File: src/rtl/seq_pattern_tx.sv
// Serial pattern transmitter: shifts a latched PAT_W-bit pattern out MSB-first for 'reps' frames.
// Define SEQ_TX_GAP_EN to insert GAP idle cycles between consecutive frames.
module seq_pattern_tx #(
    parameter int unsigned PAT_W = 5,
    parameter int unsigned GAP   = 2
) (
    input  logic             clk,
    input  logic             rst,
    input  logic             start,
    input  logic             abort,
    input  logic [PAT_W-1:0] pat_in,
    input  logic [3:0]       reps,
    output logic             dout,
    output logic             dvalid,
    output logic             busy,
    output logic             done
);

    localparam int unsigned BW = (PAT_W > 1) ? $clog2(PAT_W) : 1;
    localparam logic [BW-1:0] LAST_BIT = BW'(PAT_W - 1);

    typedef enum logic [1:0] {
        S_IDLE = 2'd0,
        S_SEND = 2'd1,
`ifdef SEQ_TX_GAP_EN
        S_GAP  = 2'd2,
`endif
        S_DONE = 2'd3
    } state_e;

    state_e           state_q, state_d;
    logic [PAT_W-1:0] shreg_q, shreg_d;
    logic [PAT_W-1:0] pat_q, pat_d;
    logic [3:0]       reps_q, reps_d;
    logic [BW-1:0]    bit_q, bit_d;
    logic [3:0]       frame_q, frame_d;
    logic             dout_q, dout_d;
    logic             dvalid_q, dvalid_d;
    logic             busy_q, busy_d;
    logic             done_q, done_d;
`ifdef SEQ_TX_GAP_EN
    localparam logic [3:0] GAP_LAST = 4'(GAP - 1);
    logic [3:0]       gap_q, gap_d;
`endif

    always_comb begin
        state_d = state_q;
        shreg_d = shreg_q;
        pat_d   = pat_q;
        reps_d  = reps_q;
        bit_d   = bit_q;
        frame_d = frame_q;
`ifdef SEQ_TX_GAP_EN
        gap_d   = gap_q;
`endif
        case (state_q)
            S_IDLE: begin
                if (start && !abort) begin
                    if (reps != 4'd0) begin
                        pat_d   = pat_in;
                        reps_d  = reps;
                        shreg_d = pat_in;
                        bit_d   = '0;
                        frame_d = '0;
                        state_d = S_SEND;
                    end else begin
                        state_d = S_DONE;
                    end
                end
            end
            S_SEND: begin
                if (abort) begin
                    state_d = S_IDLE;
                end else if (bit_q == LAST_BIT) begin
                    frame_d = frame_q + 4'd1;
                    bit_d   = '0;
                    if (frame_d == reps_q) begin
                        state_d = S_DONE;
                    end else begin
`ifdef SEQ_TX_GAP_EN
                        gap_d   = '0;
                        state_d = S_GAP;
`else
                        shreg_d = pat_q;
`endif
                    end
                end else begin
                    shreg_d = shreg_q << 1;
                    bit_d   = bit_q + 1'b1;
                end
            end
`ifdef SEQ_TX_GAP_EN
            S_GAP: begin
                if (abort) begin
                    state_d = S_IDLE;
                end else if (gap_q == GAP_LAST) begin
                    shreg_d = pat_q;
                    state_d = S_SEND;
                end else begin
                    gap_d = gap_q + 4'd1;
                end
            end
`endif
            S_DONE:  state_d = S_IDLE;
            default: state_d = S_IDLE;
        endcase

        // Outputs are decoded from the next state so they register alongside it.
        dvalid_d = (state_d == S_SEND);
        dout_d   = dvalid_d & shreg_d[PAT_W-1];
`ifdef SEQ_TX_GAP_EN
        busy_d   = (state_d == S_SEND) || (state_d == S_GAP);
`else
        busy_d   = (state_d == S_SEND);
`endif
        done_d   = (state_d == S_DONE);
    end

    always_ff @(posedge clk) begin
        if (rst) begin
            state_q  <= S_IDLE;
            shreg_q  <= '0;
            pat_q    <= '0;
            reps_q   <= '0;
            bit_q    <= '0;
            frame_q  <= '0;
            dout_q   <= 1'b0;
            dvalid_q <= 1'b0;
            busy_q   <= 1'b0;
            done_q   <= 1'b0;
`ifdef SEQ_TX_GAP_EN
            gap_q    <= '0;
`endif
        end else begin
            state_q  <= state_d;
            shreg_q  <= shreg_d;
            pat_q    <= pat_d;
            reps_q   <= reps_d;
            bit_q    <= bit_d;
            frame_q  <= frame_d;
            dout_q   <= dout_d;
            dvalid_q <= dvalid_d;
            busy_q   <= busy_d;
            done_q   <= done_d;
`ifdef SEQ_TX_GAP_EN
            gap_q    <= gap_d;
`endif
        end
    end

    assign dout   = dout_q;
    assign dvalid = dvalid_q;
    assign busy   = busy_q;
    assign done   = done_q;

endmodule

File: config.mk
export PLATFORM = sky130hd
export DESIGN_NAME = seq_pattern_tx
export DESIGN_NICKNAME = d
export VERILOG_FILES = /design/src/rtl/seq_pattern_tx.sv
export SDC_FILE = /design/constraint.sdc
export NUM_CORES = 1
export LEC_CHECK = 0
export BUFFER_PORTS_ARGS = -buffer_cell sky130_fd_sc_hd__buf_2
export CAP_MARGIN = 10
export CORE_ASPECT_RATIO = 0.5
export CORE_UTILIZATION = 40
export CTS_CLUSTER_SIZE = 20
export DETAILED_ROUTE_END_ITERATION = 7
export HOLD_SLACK_MARGIN = 0.03
export PLACE_DENSITY = 0.68
export SLEW_MARGIN = 20
export SYNTH_ARGS = -nofsm -noshare
export SYNTH_HDL_FRONTEND = slang
export SYNTH_SLANG_ARGS = --single-unit
File: constraint.sdc
create_clock -name clk -period 4.4 [get_ports clk]
set_clock_uncertainty 0.2 [all_clocks]
set_input_delay 0.22 -clock clk [delete_from_list [all_inputs] [get_ports clk]]
set_output_delay 0.22 -clock clk [all_outputs]
set_load 0.01 [all_outputs]
After elaboration in Yosys (flattened, before gate mapping):

Cells that the tools add are included.

* flip-flop bits (word level): 26
* latch bits: 0
* memory bits (writable): 0
* ROM bits: 0
* bits of input ports: 13
* logic and storage cells: 54
* memories: 0

* add/subtract/negate cells: 2
* multipliers: 0
* div/mod/pow operators: 0
* magnitude comparators: 0
* eq/ne operators: 10
* shift operators: 0
* mux-type cells: 22
* bitwise operators: 1
* reduce and logical (&&, ||, !) cells: 9

Operator list (count)
* 5-bit two-way mux: 5
* 4-bit two-way mux: 4
* 3-bit two-way mux: 4
* 2-bit two-way mux: 5
* 5-bit one-hot mux with 2 select lines: 1
* 5-bit AND reduction: 2
* 2-bit inequality test, second input constant: 4
* 4-bit one-hot mux with 2 select lines: 1
* 3-bit one-hot mux with 2 select lines: 1
* 4-bit by 1-bit adder with 4-bit output, second input constant: 1
* 2-bit by 1-bit equality test with 1-bit output, second input constant: 2
* 4-bit equality test: 1
* 2-bit one-hot mux with 2 select lines: 1
* 4-bit AND reduction: 1
* 4-bit nonzero test: 1
* 3-bit by 1-bit adder with 3-bit output, second input constant: 1
* 3-bit equality test, second input constant: 1
* 3-bit inequality test, second input constant: 1
* 3-bit AND reduction: 1
* 2-bit equality test, second input constant: 1
* 2-bit logical NOT: 1
* 2-bit nonzero test: 1
* 1-bit AND: 1
* 1-bit logical AND: 1
* 1-bit logical NOT: 1

Logic depth before layout (Yosys ltp):

* depth after elaboration: 8
* depth in mapped cells: 7
* mapped depth without buffers: 7

Worst setup path before layout:

No wires, ideal clock.

* path kind: register to register
* from: register frame_q[0]
* to: register dout_q, in the netlist dout
* library setup time: 60 ps
* data arrival time: 1629 ps
* required time: 4140 ps
* setup slack: 2511 ps
* cell stages (with the launch flop): 7
* clock period less this slack: 1889 ps
* cells stage by stage: dfxtp_1 ha_1 xor2_1 nor2_2 and3_4 a2111oi_4 and3_1

* word-level cells in the longest chain between the ends: 8
* elaborated cells on any way between the ends: 12

RTL lines
* start, declared: RTL line 36 `logic [3:0] frame_q, frame_d;`
* start signal, assigned: RTL line 140 `frame_q <= frame_d;`
* 4-bit by 1-bit adder with 4-bit output *: RTL line 75 `frame_d = frame_q + 4'd1;`
* 4-bit equality test *: RTL line 77 `if (frame_d == reps_q) begin`
* 2-bit two-way mux: RTL line 77
* 2-bit two-way mux: RTL line 74 `end else if (bit_q == LAST_BIT) begin`
* 2-bit two-way mux: RTL line 72 `if (abort) begin`
* 2-bit one-hot mux with 2 select lines: RTL line 56 `case (state_q)`
* 2-bit by 1-bit equality test with 1-bit output: RTL line 109 `dvalid_d = (state_d == S_SEND);`
* 1-bit AND *: RTL line 110 `dout_d = dvalid_d & shreg_d[PAT_W-1];`
* end signal, assigned: RTL line 141 `dout_q <= dout_d;`
* end, declared: RTL line 37 `logic dout_q, dout_d;`

Mark *: on every way between the ends. The rest lies on a longest branch, timed or not. The select of a mux whose other input is x is not followed.
A chain may end at the register's enable or synchronous reset.

Worst setup path after layout:

* from: input reps[1]
* to: register dout_q, in the netlist dout

* word-level cells in the longest chain between the ends: 6
* elaborated cells on any way between the ends: 9

RTL lines
* start, declared: RTL line 12 `input logic [3:0] reps,`
* 4-bit nonzero test *: RTL line 59 `if (reps != 4'd0) begin`
* 2-bit two-way mux: RTL line 59
* 2-bit two-way mux: RTL line 58 `if (start && !abort) begin`
* 2-bit one-hot mux with 2 select lines: RTL line 56
* 2-bit by 1-bit equality test with 1-bit output: RTL line 109
* 1-bit AND *: RTL line 110

Marked as above.

==> summary.txt <==
Yosys
  – Unique masters post-synth: 42
  – Post-synth top area cell: dfxtp_1
  – Synth Area in Compound Gates: 0.199
  – Multiplexer share of the synthesized area: 0.0604
  – Adder-Cell Fraction of Synth Area: 0.0283
  – Synth Area in Simple Gates: 0.229
  – Post-synthesis sequential area ratio: 0.392
  – Largest family of logic cells by synthesized area: simple AND/OR/NAND/NOR gates
  – Syn Nets: 162
  – Post-synth EDFFs: 0
  – Synth Warn #: 0
  – Synthesized area per cell: 9.08 µm²
  – Largest cells by area after synthesis: dfxtp_1 (39%), mux2i_1 (6.0%), nor2_1 (5.1%)
  – Share of the synthesized area in the top cell type: 0.392
  – Synth Flop Type: dfxtp_1
  – Yosys reg bits: 26
  – Post-synth ARST share: 0
  – Synth Instances: 146
  – Cell Area, Synth: 1330 µm²
  – XOR/XNOR Fraction of Synth Area: 0.0528

Pwr
  – PD cells: 325 nW/µm²
  – Sw frac: 0.232
  – Leak Pwr: 0.000618 µW
  – Part of the power in registers: 0.487
  – Combinational group share of total power: 0.121
  – Switching pwr: 118 µW
  – Worst vdd ir: 0.000106 V
  – Clock Power Share: 0.392
  – P_int: 393 µW

Floorplanning
  – Placeable Area: 3080 µm²
  – Row count: 14
  – Initial Util: 0.430
  – Die span in y: 42.7 µm
  – Die area: 3560 µm²
  – Top Ports: 17
  – Die X: 83.4 µm

Placed design
  – DP Cell Count: 196
  – GP Congestion: 0.878
  – Post-Place Worst Slack: 2.29 ns
  – # port buffers: 16
  – Placed Area: 1420 µm²
  – Hpwl dp: 2080 µm

Clock tree
  – CTS Buffer Depth: 2
  – Buffer count from post-CTS setup fixing: 0
  – Worst skew pair latency: 0.28 ns
  – Root Buffer: clkbuf_8
  – Worst-path clk slew: 0.09 ns
  – H-tree levels: 1
  – Number of clock sinks: 26
  – CTS tree: yes
  – TritonCTS Buffers: 3

STA
  – Slew Limit Fails: 0
  – Max frequency: 417 MHz
  – Fin. Hold Viols: 0
  – Count of final setup violators: 0
  – Min Tclk post-route: 2.40 ns
  – Period utilization: 0.545
  – Setup TNS: 0 ns
  – Final worst slack: 2.00 ns
  – Slew @ Worst Pin: 0.662 ns
  – RSZ-0062 raised after global routing: no
  – Worst rel slew slack: 0.558

Finish
  – Final Cell Area: 1570 µm²
  – Syn-to-layout area delta: 18.6%
  – N_diodes: 0
  – Share of layout cells above drive strength 1: 0.167
  – Commonest cells after routing, fill and taps aside: dfxtp_1 (26), nor2_1 (18), buf_2 (16), nand3_1 (12)
  – Fin cells: 208
  – # fillers: 292
  – Final Util: 0.510
  – # nets final: 185
  – Storage cell area: 520 µm²
  – Commonest non-fill, non-tap cell in the layout: dfxtp_1
  – Footprint of the multi-input gates: 756 µm²

Drt
  – 1st-pass router iterations: 4
  – Average wire per standard cell: 14.1 µm
  – Routed vias/inst: 5.52
  – Initial DRC count: 111
  – Post-DRT Antenna Nets: 0
  – # DRC: 0
  – Vias: 1149
  – Total routed wirelength: 2920 µm

Worst setup path
  – Worst-case reg-to-reg path depth: 6
  – CP Capture Type: register
  – Nature of the critical path startpoint: input pin
  – Flop2flop setup slack: 2.24 ns
  – WP data arrival: 2.38 ns
  – Reg2reg start: frame_q[0]
  – Required @ worst endpoint: 4.38 ns
  – Kind of critical path: in -> reg
  – RR Endpoint: dout
  – Crit-path max FO: 14

Hold path
  – Worst hold path cell count: 3
  – Hold endpoint: reps_q[0]
  – Hold WC Path Type: in -> reg
  – Hold Path Origin: reps[0]

Global routing
  – Total grt overflow: 0
  – Vias in the first global route: 994
  – Overall Global Routing Usage: 0.175
  – Initial antenna violation count: 0
  – First-pass GRT wire length: 4910 µm
  – Largest net degree at the start of global routing: 27

Status
  – Outcome: complete, no violations

Run
  – Max Cap Viol: 0
==> sequential cells by signal, summed over array words and instances, names as in the netlist <==
name	flops
pat_q	5
shreg_q	5
frame_q	4
reps_q	4
bit_q	3
state_q	2
busy	1
done	1
dout	1
==> worst max-delay path by stage <==
stage                    start  endpoint  slack (ns)  cells after the start
floorplan           frame_q[0]      dout        2.51                      6
global placement       reps[0]      dout        2.30                      6
detailed placement     reps[0]      dout        2.29                      6
CTS                    reps[1]      dout        2.01                      7
global route           reps[1]      dout        1.85                      7
finish                 reps[1]      dout        2.00                      7
==> critical path, stage by stage <==
cell	delay [ns]
dlygate4sd3_1	0.53
buf_2	0.14
nor4_1	0.44
and2b_1	0.47
a32oi_1	0.26
o2111ai_1	0.13
and3_1	0.17
==> synth_stat cells, drive strengths merged (4+ instances only) <==
master   n
inv      4
nor2    19
nand2    7
dfxtp   26
xnor2    5
buf      4
nor3     6
mux2i    8
and3     5
a22oi    4
nand3   12
a21oi    7
==> cell families (layout without fill, tap and decap cells) <==
family / count (synthesis) / after routing
buffers and inverters: 10 / 32
multiplexers: 8 / 8
flip-flops: 26 / 26
AND/OR/NAND/NOR: 58 / 58
XOR/XNOR: 8 / 8
adder cells (fa/ha/maj): 3 / 3
AO/OA/AOI/OAI: 33 / 33
==> metal layers <==
layer / track usage / share of wire
met1: 0.257 / 0.51
met2: 0.264 / 0.44
met3: 0.0467 / 0.050
met4: 0.0237 / 0.0014
met5: 0 / 0
==> through the flow <==
stage          power, µW  hold slack (ns)
6_report             511           0.0356
5_1_grt              528           0.0530
4_1_cts              514           0.0416
3_5_place_dp         310            0.266
3_3_place_gp         309            0.261
2_1_floorplan        294            0.159
==> power groups by stage <==
stage | sequential [µW] | combinational, µW | clock, µW
finish | 249 | 61.6 | 200
global route | 250 | 67.2 | 211
CTS | 249 | 61.1 | 203
detailed placement | 254 | 55.4 | 0
global placement | 254 | 55.0 | 0
floorplan | 253 | 40.9 | 0
==> area by class of cell <==
cell class / instances / area share
Timing Repair Buffer: 24 / 0.102
Inverter: 4 / 0.00955
Clock inverter: 1 / 0.0191
Sequential cell: 26 / 0.331
Multi-Input combinational cell: 110 / 0.481
Clock buffer: 3 / 0.0263
Tap cell: 40 / 0.0318
==> timing repair <==
| action | in CTS | in global routing |
|---|---|---|
| endpoints found under the hold margin | 8 | 0 |
| hold buffers | 8 | 0 |
| resized for setup | 0 | 0 |
Power figures use the tool's default switching activity.
